===== src/rtl/if_fetch_unit_pkg.sv =====
// Shared definitions for the instruction-fetch stage: branch opcodes,
// default reset PC, BHT counter states and small helper functions.
// Used by if_fetch_unit and branch_history_table.
package if_fetch_unit_pkg;

  // Opcodes (instr[31:26]) of the conditional branches that get predicted
  localparam logic [5:0] OP_BEQ = 6'b000100;
  localparam logic [5:0] OP_BNE = 6'b000101;

  // Fetch address loaded when reset is asserted
  localparam logic [31:0] RESET_PC_DEFAULT = 32'h0000_3000;

  // Two-bit saturating counter states of one BHT entry
  typedef enum logic [1:0] {
    SNT = 2'b00,
    WNT = 2'b01,
    WT  = 2'b10,
    ST  = 2'b11
  } bht_state_e;

  // True when the instruction word is beq or bne
  function automatic logic isCondBranch(input logic [31:0] instr);
    return (instr[31:26] == OP_BEQ) || (instr[31:26] == OP_BNE);
  endfunction

  // Saturating counter step: move toward ST when taken, toward SNT when not
  function automatic bht_state_e nextCounter(input bht_state_e cur,
                                             input logic       taken);
    bht_state_e nxt;
    nxt = cur;
    if (taken) begin
      case (cur)
        SNT:     nxt = WNT;
        WNT:     nxt = WT;
        WT:      nxt = ST;
        default: nxt = ST;
      endcase
    end else begin
      case (cur)
        ST:      nxt = WT;
        WT:      nxt = WNT;
        WNT:     nxt = SNT;
        default: nxt = SNT;
      endcase
    end
    return nxt;
  endfunction

endpackage


===== src/rtl/if_fetch_unit_branch_history_table.sv =====
// Branch history table: an untagged array of 2-bit saturating counters with
// one combinational read port (prediction) and one synchronous update port
// (training from EX). A same-cycle read of the entry being updated returns
// the old counter; the new value is visible from the next cycle.
module branch_history_table
  import if_fetch_unit_pkg::*;
#(
  parameter int IDX_W = 6
) (
  input  logic             clk,
  input  logic             rst_n,
  input  logic [IDX_W-1:0] i_rdIdx,
  output bht_state_e       o_rdState,
  input  logic             i_updValid,
  input  logic [IDX_W-1:0] i_updIdx,
  input  logic             i_updTaken
);

  localparam int ENTRIES = 2 ** IDX_W;

  bht_state_e r_table [ENTRIES];

  // Counter array: all entries weakly not-taken on reset, trained by EX
  always_ff @(posedge clk or negedge rst_n) begin
    if (!rst_n) begin
      for (int i = 0; i < ENTRIES; i++) begin
        r_table[i] <= WNT;
      end
    end else if (i_updValid) begin
      r_table[i_updIdx] <= nextCounter(r_table[i_updIdx], i_updTaken);
    end
  end

  // Prediction read port sees the counter as stored before this edge
  always_comb begin
    o_rdState = r_table[i_rdIdx];
  end

endmodule


===== src/rtl/if_fetch_unit.sv =====
// Instruction-fetch stage: owns the PC, drives instruction-memory address
// and presents instruction, PC and prediction bit to the IF/ID register.
// Next-PC priority: redirect, stall (hold), predicted-taken target, PC+4.
// Optional feature macro: BRANCH_PREDICT_EN builds the branch history table
// and predicted-target path; without it fetch is static not-taken.
module if_fetch_unit
  import if_fetch_unit_pkg::*;
#(
  parameter logic [31:0] RESET_PC  = RESET_PC_DEFAULT,
  parameter int          BHT_IDX_W = 6
) (
  input  logic        clk,
  input  logic        rst_n,
  input  logic        stall,
  input  logic        redirect_valid,
  input  logic [31:0] redirect_pc,
  input  logic        upd_valid,
  input  logic [31:0] upd_pc,
  input  logic        upd_taken,
  output logic [31:0] imem_addr,
  input  logic [31:0] imem_rdata,
  output logic [31:0] pc_if,
  output logic [31:0] instr_if,
  output logic        bp_taken_if
);

  logic [31:0] r_pc;
  logic [31:0] w_seqPc;
  logic [31:0] w_nextPc;
  logic        w_bpTaken;
  logic [31:0] w_target;

  assign w_seqPc = r_pc + 32'd4;

`ifdef BRANCH_PREDICT_EN
  logic        w_isCondBranch;
  logic [31:0] w_immOffset;
  bht_state_e  w_rdState;
  logic        w_unused;

  assign w_isCondBranch = isCondBranch(imem_rdata);
  assign w_immOffset    = {{14{imem_rdata[15]}}, imem_rdata[15:0], 2'b00};
  assign w_target       = w_seqPc + w_immOffset;

  // Only the index bits of the resolved branch PC select a counter
  assign w_unused = ^{upd_pc[31:BHT_IDX_W+2], upd_pc[1:0]};

  branch_history_table #(
    .IDX_W (BHT_IDX_W)
  ) u_bht (
    .clk        (clk),
    .rst_n      (rst_n),
    .i_rdIdx    (r_pc[BHT_IDX_W+1:2]),
    .o_rdState  (w_rdState),
    .i_updValid (upd_valid),
    .i_updIdx   (upd_pc[BHT_IDX_W+1:2]),
    .i_updTaken (upd_taken)
  );

  assign w_bpTaken = w_isCondBranch & w_rdState[1];
`else
  logic w_unused;

  // Training inputs have no effect in the static not-taken build
  assign w_unused  = ^{upd_valid, upd_pc, upd_taken};
  assign w_target  = w_seqPc;
  assign w_bpTaken = 1'b0;
`endif

  // Next-PC selection; redirect wins even over a stall
  always_comb begin
    w_nextPc = w_seqPc;
    if (redirect_valid) begin
      w_nextPc = redirect_pc;
    end else if (stall) begin
      w_nextPc = r_pc;
    end else if (w_bpTaken) begin
      w_nextPc = w_target;
    end
  end

  // Program counter register, returned to RESET_PC asynchronously
  always_ff @(posedge clk or negedge rst_n) begin
    if (!rst_n) begin
      r_pc <= RESET_PC;
    end else begin
      r_pc <= w_nextPc;
    end
  end

  assign imem_addr   = r_pc;
  assign pc_if       = r_pc;
  assign instr_if    = imem_rdata;
  assign bp_taken_if = w_bpTaken;

endmodule


===== config.mk =====
export PLATFORM = sky130hd
export DESIGN_NAME = if_fetch_unit
export DESIGN_NICKNAME = d
export VERILOG_FILES = /design/src/rtl/if_fetch_unit_pkg.sv /design/src/rtl/if_fetch_unit_branch_history_table.sv /design/src/rtl/if_fetch_unit.sv
export SDC_FILE = /design/constraint.sdc
export NUM_CORES = 1
export LEC_CHECK = 0
export ABC_AREA = 1
export ABC_CLOCK_PERIOD_IN_PS = 2000
export CORE_ASPECT_RATIO = 0.9
export CORE_MARGIN = 2
export CORE_UTILIZATION = 36
export CTS_BUF_LIST = sky130_fd_sc_hd__clkbuf_8
export CTS_CLUSTER_SIZE = 40
export DETAILED_ROUTE_END_ITERATION = 10
export PLACE_DENSITY = 0.83
export SLEW_MARGIN = 40
export SYNTH_ARGS = -nofsm -noshare
export SYNTH_HDL_FRONTEND = slang
export SYNTH_SLANG_ARGS = --single-unit

===== constraint.sdc =====
create_clock -name clk -period 2 [get_ports clk]
set_clock_uncertainty 0.05 [all_clocks]
set_input_delay 0.4 -clock clk [delete_from_list [all_inputs] [get_ports clk]]
set_output_delay 0.4 -clock clk [all_outputs]
set_load 0.1 [all_outputs]

After elaboration in Yosys (flattened, before gate mapping). Index checks and enable logic that the tools add are counted. W data, S select, Z words.

Add/subtract/negate cells: 1. Reductions and logical operators: 0. Magnitude comparators: 0. Shift-type cells: 0. Div/mod/pow operators: 0. Bitwise logic cells: 0. Multiplexer cells: 2. Eq/ne operators: 1. Multipliers: 0.

Operators with widths (number): $mux W32 (2); $add A32 B3 Y32 const B (1); $ne A2 B1 Y1 const B (1).

RAM bits: 0. Bits in read-only memories: 0. Memories kept: 0. Register bits after elaboration: 32. Latch bits: 0. Bits of input ports: 102.

Logic depth before layout (Yosys ltp). Gate-level depths: netlist of run 1.

Word-level depth: 3. Mapped depth: 9. Depth with buffers taken out: 9.

Least setup slack after synthesis of run 1. Ideal clock, no wire load.

Kind: register -> register. Start point: register r_pc[3], in the netlist imem_addr[3]. End point: register r_pc[26], in the netlist imem_addr[26]. Slack: -208 ps. Cell stages (with the launch flop): 9. Buffers on the path: 0. Data arrival time: 2040 ps. Clock period less this slack: 2208 ps. Cell sequence: dfrtp_1 -> ha_1 -> nand2_2 -> nor2_4 -> nand2_4 -> nor2_4 -> nand3_1 -> nand3_1 -> nand2_1.

Word-level cells in the longest chain between the ends: 3.

Ends and longest elaborated chain: start, declared (RTL line if_fetch_unit.sv:27) `logic [31:0] r_pc;`; start signal, assigned (RTL line if_fetch_unit.sv:87) `r_pc <= w_nextPc;`; $add A32 B3 Y32 (RTL line if_fetch_unit.sv:33) `assign w_seqPc = r_pc + 32'd4;`; $mux W32 (RTL line if_fetch_unit.sv:75) `end else if (stall) begin`; $mux W32 (RTL line if_fetch_unit.sv:73) `if (redirect_valid) begin`.

No other way between the ends. The select of a mux whose other input is x is not followed. A chain may end at the register's enable or synchronous reset.

Worst setup path after layout of run 1.
Start point: register r_pc[12], in the netlist imem_addr[12]. End point: register r_pc[23], in the netlist imem_addr[23].

Same word-level chain as after synthesis.

==> results of run 1 <==
critical path, cell delays in order (launching register included):
cell and delay (ns):
sky130_fd_sc_hd__dfstp_2 0.65, sky130_fd_sc_hd__nand2_1 0.13, sky130_fd_sc_hd__nor2_1 0.22, sky130_fd_sc_hd__nand2_1 0.14
sky130_fd_sc_hd__nor2_4 0.17, sky130_fd_sc_hd__nand3_1 0.10, sky130_fd_sc_hd__nand3_1 0.10, sky130_fd_sc_hd__nand2_1 0.06
cell families (layout without fill, tap and decap cells):
logic type               Yosys count  after routing
other                              1              1
AO/OA/AOI/OAI                     34             34
XOR/XNOR                           4              4
flip-flops                        32             32
buffers and inverters            112            154
AND/OR/NAND/NOR                  230            230
adder cells (fa/ha/maj)            1              1
layout make-up:
class,instances,area [um^2]
clock buffers,7,96.3
clock inverters,1,3.75
fillers,661,3450
inverters,39,146
multi-input cells,270,1320
flip-flops and latches,32,811
well taps,96,120
repair buffers,107,1590
cell usage after synthesis, types with 4 or more instances:
| cell | number |
|---|---|
| sky130_fd_sc_hd__nand2_2 | 8 |
| sky130_fd_sc_hd__nor2_2 | 8 |
| sky130_fd_sc_hd__buf_2 | 5 |
| sky130_fd_sc_hd__buf_4 | 66 |
| sky130_fd_sc_hd__xor2_1 | 4 |
| sky130_fd_sc_hd__o21bai_1 | 10 |
| sky130_fd_sc_hd__nand3_1 | 44 |
| sky130_fd_sc_hd__nor2_1 | 25 |
| sky130_fd_sc_hd__inv_1 | 37 |
| sky130_fd_sc_hd__dfrtp_1 | 30 |
| sky130_fd_sc_hd__nand2_1 | 129 |
| sky130_fd_sc_hd__o21ai_0 | 14 |
| sky130_fd_sc_hd__nor2_4 | 9 |
per-layer routing:
layer	track usage, %	part of all wire (%)	vias up
met5	0	0	-
met4	6.53	1.9	0
met3	3.59	5.1	18
met2	30.9	51	106
met1	21.8	42	1271
li1	-	-	1308
per-stage QoR:
stage / power, mW / cell area [um^2] / util, % / setup WS (ns) / std cells
after floorplan: 2.46 / 2820 / - / 0.000524 / 414
after global placement: 2.79 / 3990 / 52.9 / 0.149 / 544
after detailed placement: 2.81 / 3990 / 52.9 / 0.0838 / 544
after CTS: 3.37 / 4090 / 54.2 / 0.296 / 552
after global routing: 3.46 / 4090 / 54.2 / 0.175 / 552
final: 3.37 / 4090 / 54.2 / 0.266 / 552
power by group through the flow:
stage	clock network (mW)	registers (mW)	logic, mW
after floorplan	0	1.31	1.14
after global placement	0	0.906	1.88
after detailed placement	0	0.911	1.90
after CTS	0.568	0.900	1.91
after global routing	0.594	0.916	1.96
final	0.571	0.902	1.90
worst max-delay path by stage:
stage	to	slack (ns)	cells after the start
global route	imem_addr[31]$_DFFE_PN0N_	0.18	7
finish	imem_addr[23]$_DFFE_PN0N_	0.27	7
global placement	imem_addr[7]$_DFFE_PN0N_	0.15	6
floorplan	imem_addr[21]$_DFFE_PN0N_	0.0005	7
detailed placement	imem_addr[14]$_DFFE_PN0N_	0.08	7
CTS	imem_addr[23]$_DFFE_PN0N_	0.30	7
cell usage in the layout, fill, tap and decap left out, types with 4 or more instances in the layout:
| cell | instances |
|---|---|
| sky130_fd_sc_hd__clkbuf_8 | 7 |
| sky130_fd_sc_hd__nor2_2 | 8 |
| sky130_fd_sc_hd__dfrtp_2 | 6 |
| sky130_fd_sc_hd__nand2_1 | 129 |
| sky130_fd_sc_hd__o21bai_1 | 10 |
| sky130_fd_sc_hd__nor2_4 | 9 |
| sky130_fd_sc_hd__nand3_1 | 44 |
| sky130_fd_sc_hd__dfrtp_1 | 24 |
| sky130_fd_sc_hd__nor2_1 | 25 |
| sky130_fd_sc_hd__nand2_2 | 8 |
| sky130_fd_sc_hd__inv_1 | 38 |
| sky130_fd_sc_hd__o21ai_0 | 14 |
| sky130_fd_sc_hd__clkdlybuf4s50_1 | 35 |
| sky130_fd_sc_hd__xor2_1 | 4 |
| sky130_fd_sc_hd__buf_12 | 56 |
| sky130_fd_sc_hd__buf_4 | 16 |
==> results summary, run 1 <==
Using the TritonRoute via totals, the vias-per-cell ratio works out to 4.90. The area share of xor/xnor cells in the synthesized design is 1.25%. In the post-synthesis netlist, the biggest area contributors are sky130_fd_sc_hd__dfrtp_1 27%, sky130_fd_sc_hd__buf_4 18%, sky130_fd_sc_hd__nand2_1 17%, sky130_fd_sc_hd__nand3_1 7.8%, sky130_fd_sc_hd__inv_1 4.9%. The compound-gate portion of the synthesized area came out at under 10%. For this run, design rule violations remaining after detail routing come to 0. The first global-routing pass estimated 12.3 mm of wire. The area added between synthesis and finish is 45.6%. The total number of H-tree levels came out at 2. Measured in cells, the most critical reg-to-reg path has a length of 7. STA classifies the critical path startpoint as a register. The basic-gate share of the synthesized area counting and, or, nand and nor cells came out at 37.6%. The first routing iteration left 288 violations. For this run, the post-layout net count is 558. The die is 97.1 um wide. The data arrival time of the critical path is 1.86 ns. The number of nets handed over by synthesis was approximately 520. Counting every sink on the clock net gives 32.

The clock group share of total power came out at between 15 and 20%. The total via count in the routed design is about 2700. Setup violations remaining at the end of the flow were counted as 0. The sequential group share of total power is between 20% and 30%. During synthesis, Yosys emitted a total of 0 warnings.

The weighted congestion at the end of routability-driven global placement came out at 0.913. The number of inserted diodes came out at 0. In the synthesized netlist the dominant register cell turns out to be sky130_fd_sc_hd__dfrtp_1. The startpoint identified for the worst register-to-register timing path is imem_addr[12]$_DFFE_PN1N_. The number of synthesized flops with an enable pin came out at 0. Of the available clock period, the critical path in the final layout requires 86.7%. Summed over all layers, the global routing overflow is 0. The flow ran to the end, and the final reports show no timing, DRC or antenna violations. The number of gates given a new drive strength after cts is 0. The number of synthesized register bits is 32. The tightest hold margin came out at 0.447 ns. Once detailed placement completed, the half-perimeter wirelength came to 5.86 mm. The iteration count of the initial detailed-routing pass came out at 4. Setup repair after global routing left no endpoint under its margin.

Hold repair after CTS inserted 0 buffers. The gate count after technology mapping is 414. The data required time at the worst endpoint came out at about 2.1 ns. The ratio of total power to cell area came out at just over 800 nW/um^2. The power share of the combinational group came out at 56.3%. Summed over its instances, the top area cell type makes up 26.7% of the synthesized netlist area. Net switching is 50.9% of the power. The setup path with the least slack is of type register to register. The share of cells above drive strength 1 came out at roughly 26%.

For this design the total switching power over the nets is 1.71 mW. The slack of the worst reg-to-reg path is 0.27 ns. The number of placed I/O pins came out at between 150 and 200. The internal power component is 1.66 mW. The die area is 8530 um^2. Subtracting the final worst setup slack from the clock period gives 1.73 ns. TritonCTS created 5 clock buffers. Summed over all cells, the static leakage comes to 1.86 nW.

The peak supply drop came out at approximately 390 uV. The overall fraction of global-route tracks in use is roughly 18%. The dominant combinational cell family by area after synthesis is simple AND/OR/NAND/NOR gates. The initial cell density of the core came out at 37.2%. The hold violation total from the final report is 0.

The share of synthesized area spent on multiplexers is 0%. TritonCTS built the clock tree. The biggest area contributor in the post-synthesis netlist is sky130_fd_sc_hd__dfrtp_1. The count of input and output buffers came out at 99. The endpoint type of the worst setup path is a register. Entering global routing, the biggest net connects 33 pins.

The maximum operating frequency came out at 577 MHz. The adder and majority cell fraction of the synthesized area is 0.445%. The number of antenna violations at the first check in global routing was 0. The endpoint identified for the worst register-to-register timing path is imem_addr[23]$_DFFE_PN0N_. The path class of the tightest hold or removal check is primary input to asynchronous set/reset pin. The average wire per standard cell came out at 13.6 um.

In this run the remaining antenna-violating nets after routing total 0. The maximum fanout encountered on the critical timing path came out at 7. For this block, the routed nets add up to 7.51 mm of wire. The die extent in y is approximately 88 um. The setup TNS after final layout came out at 0 ns. The number of setup buffers added after CTS is 0. The total area inside the core boundary comes to approximately 7500 um^2. The number of buffers on the longest clock path came out at 2. The via count of the first global-routing pass came out at between 2000 and 3000. After synthesis the cells add up to roughly 2800 um^2. The startpoint of the worst setup timing path is imem_addr[12]$_DFFE_PN1N_. The clock slew at the register clock pins of the worst setup and hold paths came out at 0.08 ns.

For this run, asynchronously set or reset flops after synthesis account for 100%. The flip-flop count of the largest register, all copies and words added came out at 32. The number of max-cap violations came out at 0. The cell sitting at the root of the clock tree is a sky130_fd_sc_hd__clkbuf_8. The number of core rows is 30. The number of distinct library cells after synthesis is 26. In this run the mean area of a mapped cell was slightly below 7 um^2. The clock latency on the worst-skew pair is ~0.31 ns. Of the synthesized area, sequential elements account for between 20% and 30%. The final-report max-slew violation count came out at 0.
No activity file was read; power rests on OpenSTA's default activity.
==> run 2: changes to the inputs <==
--- a/config.mk
+++ b/config.mk
@@ -6,7 +6,6 @@
 export NUM_CORES = 1
 export LEC_CHECK = 0
 export ABC_AREA = 1
-export ABC_CLOCK_PERIOD_IN_PS = 2000
 export CORE_ASPECT_RATIO = 0.9
 export CORE_MARGIN = 2
 export CORE_UTILIZATION = 36
==> results of run 2 <==
The final DEF is identical to that of run 1; final timing and power are the same.
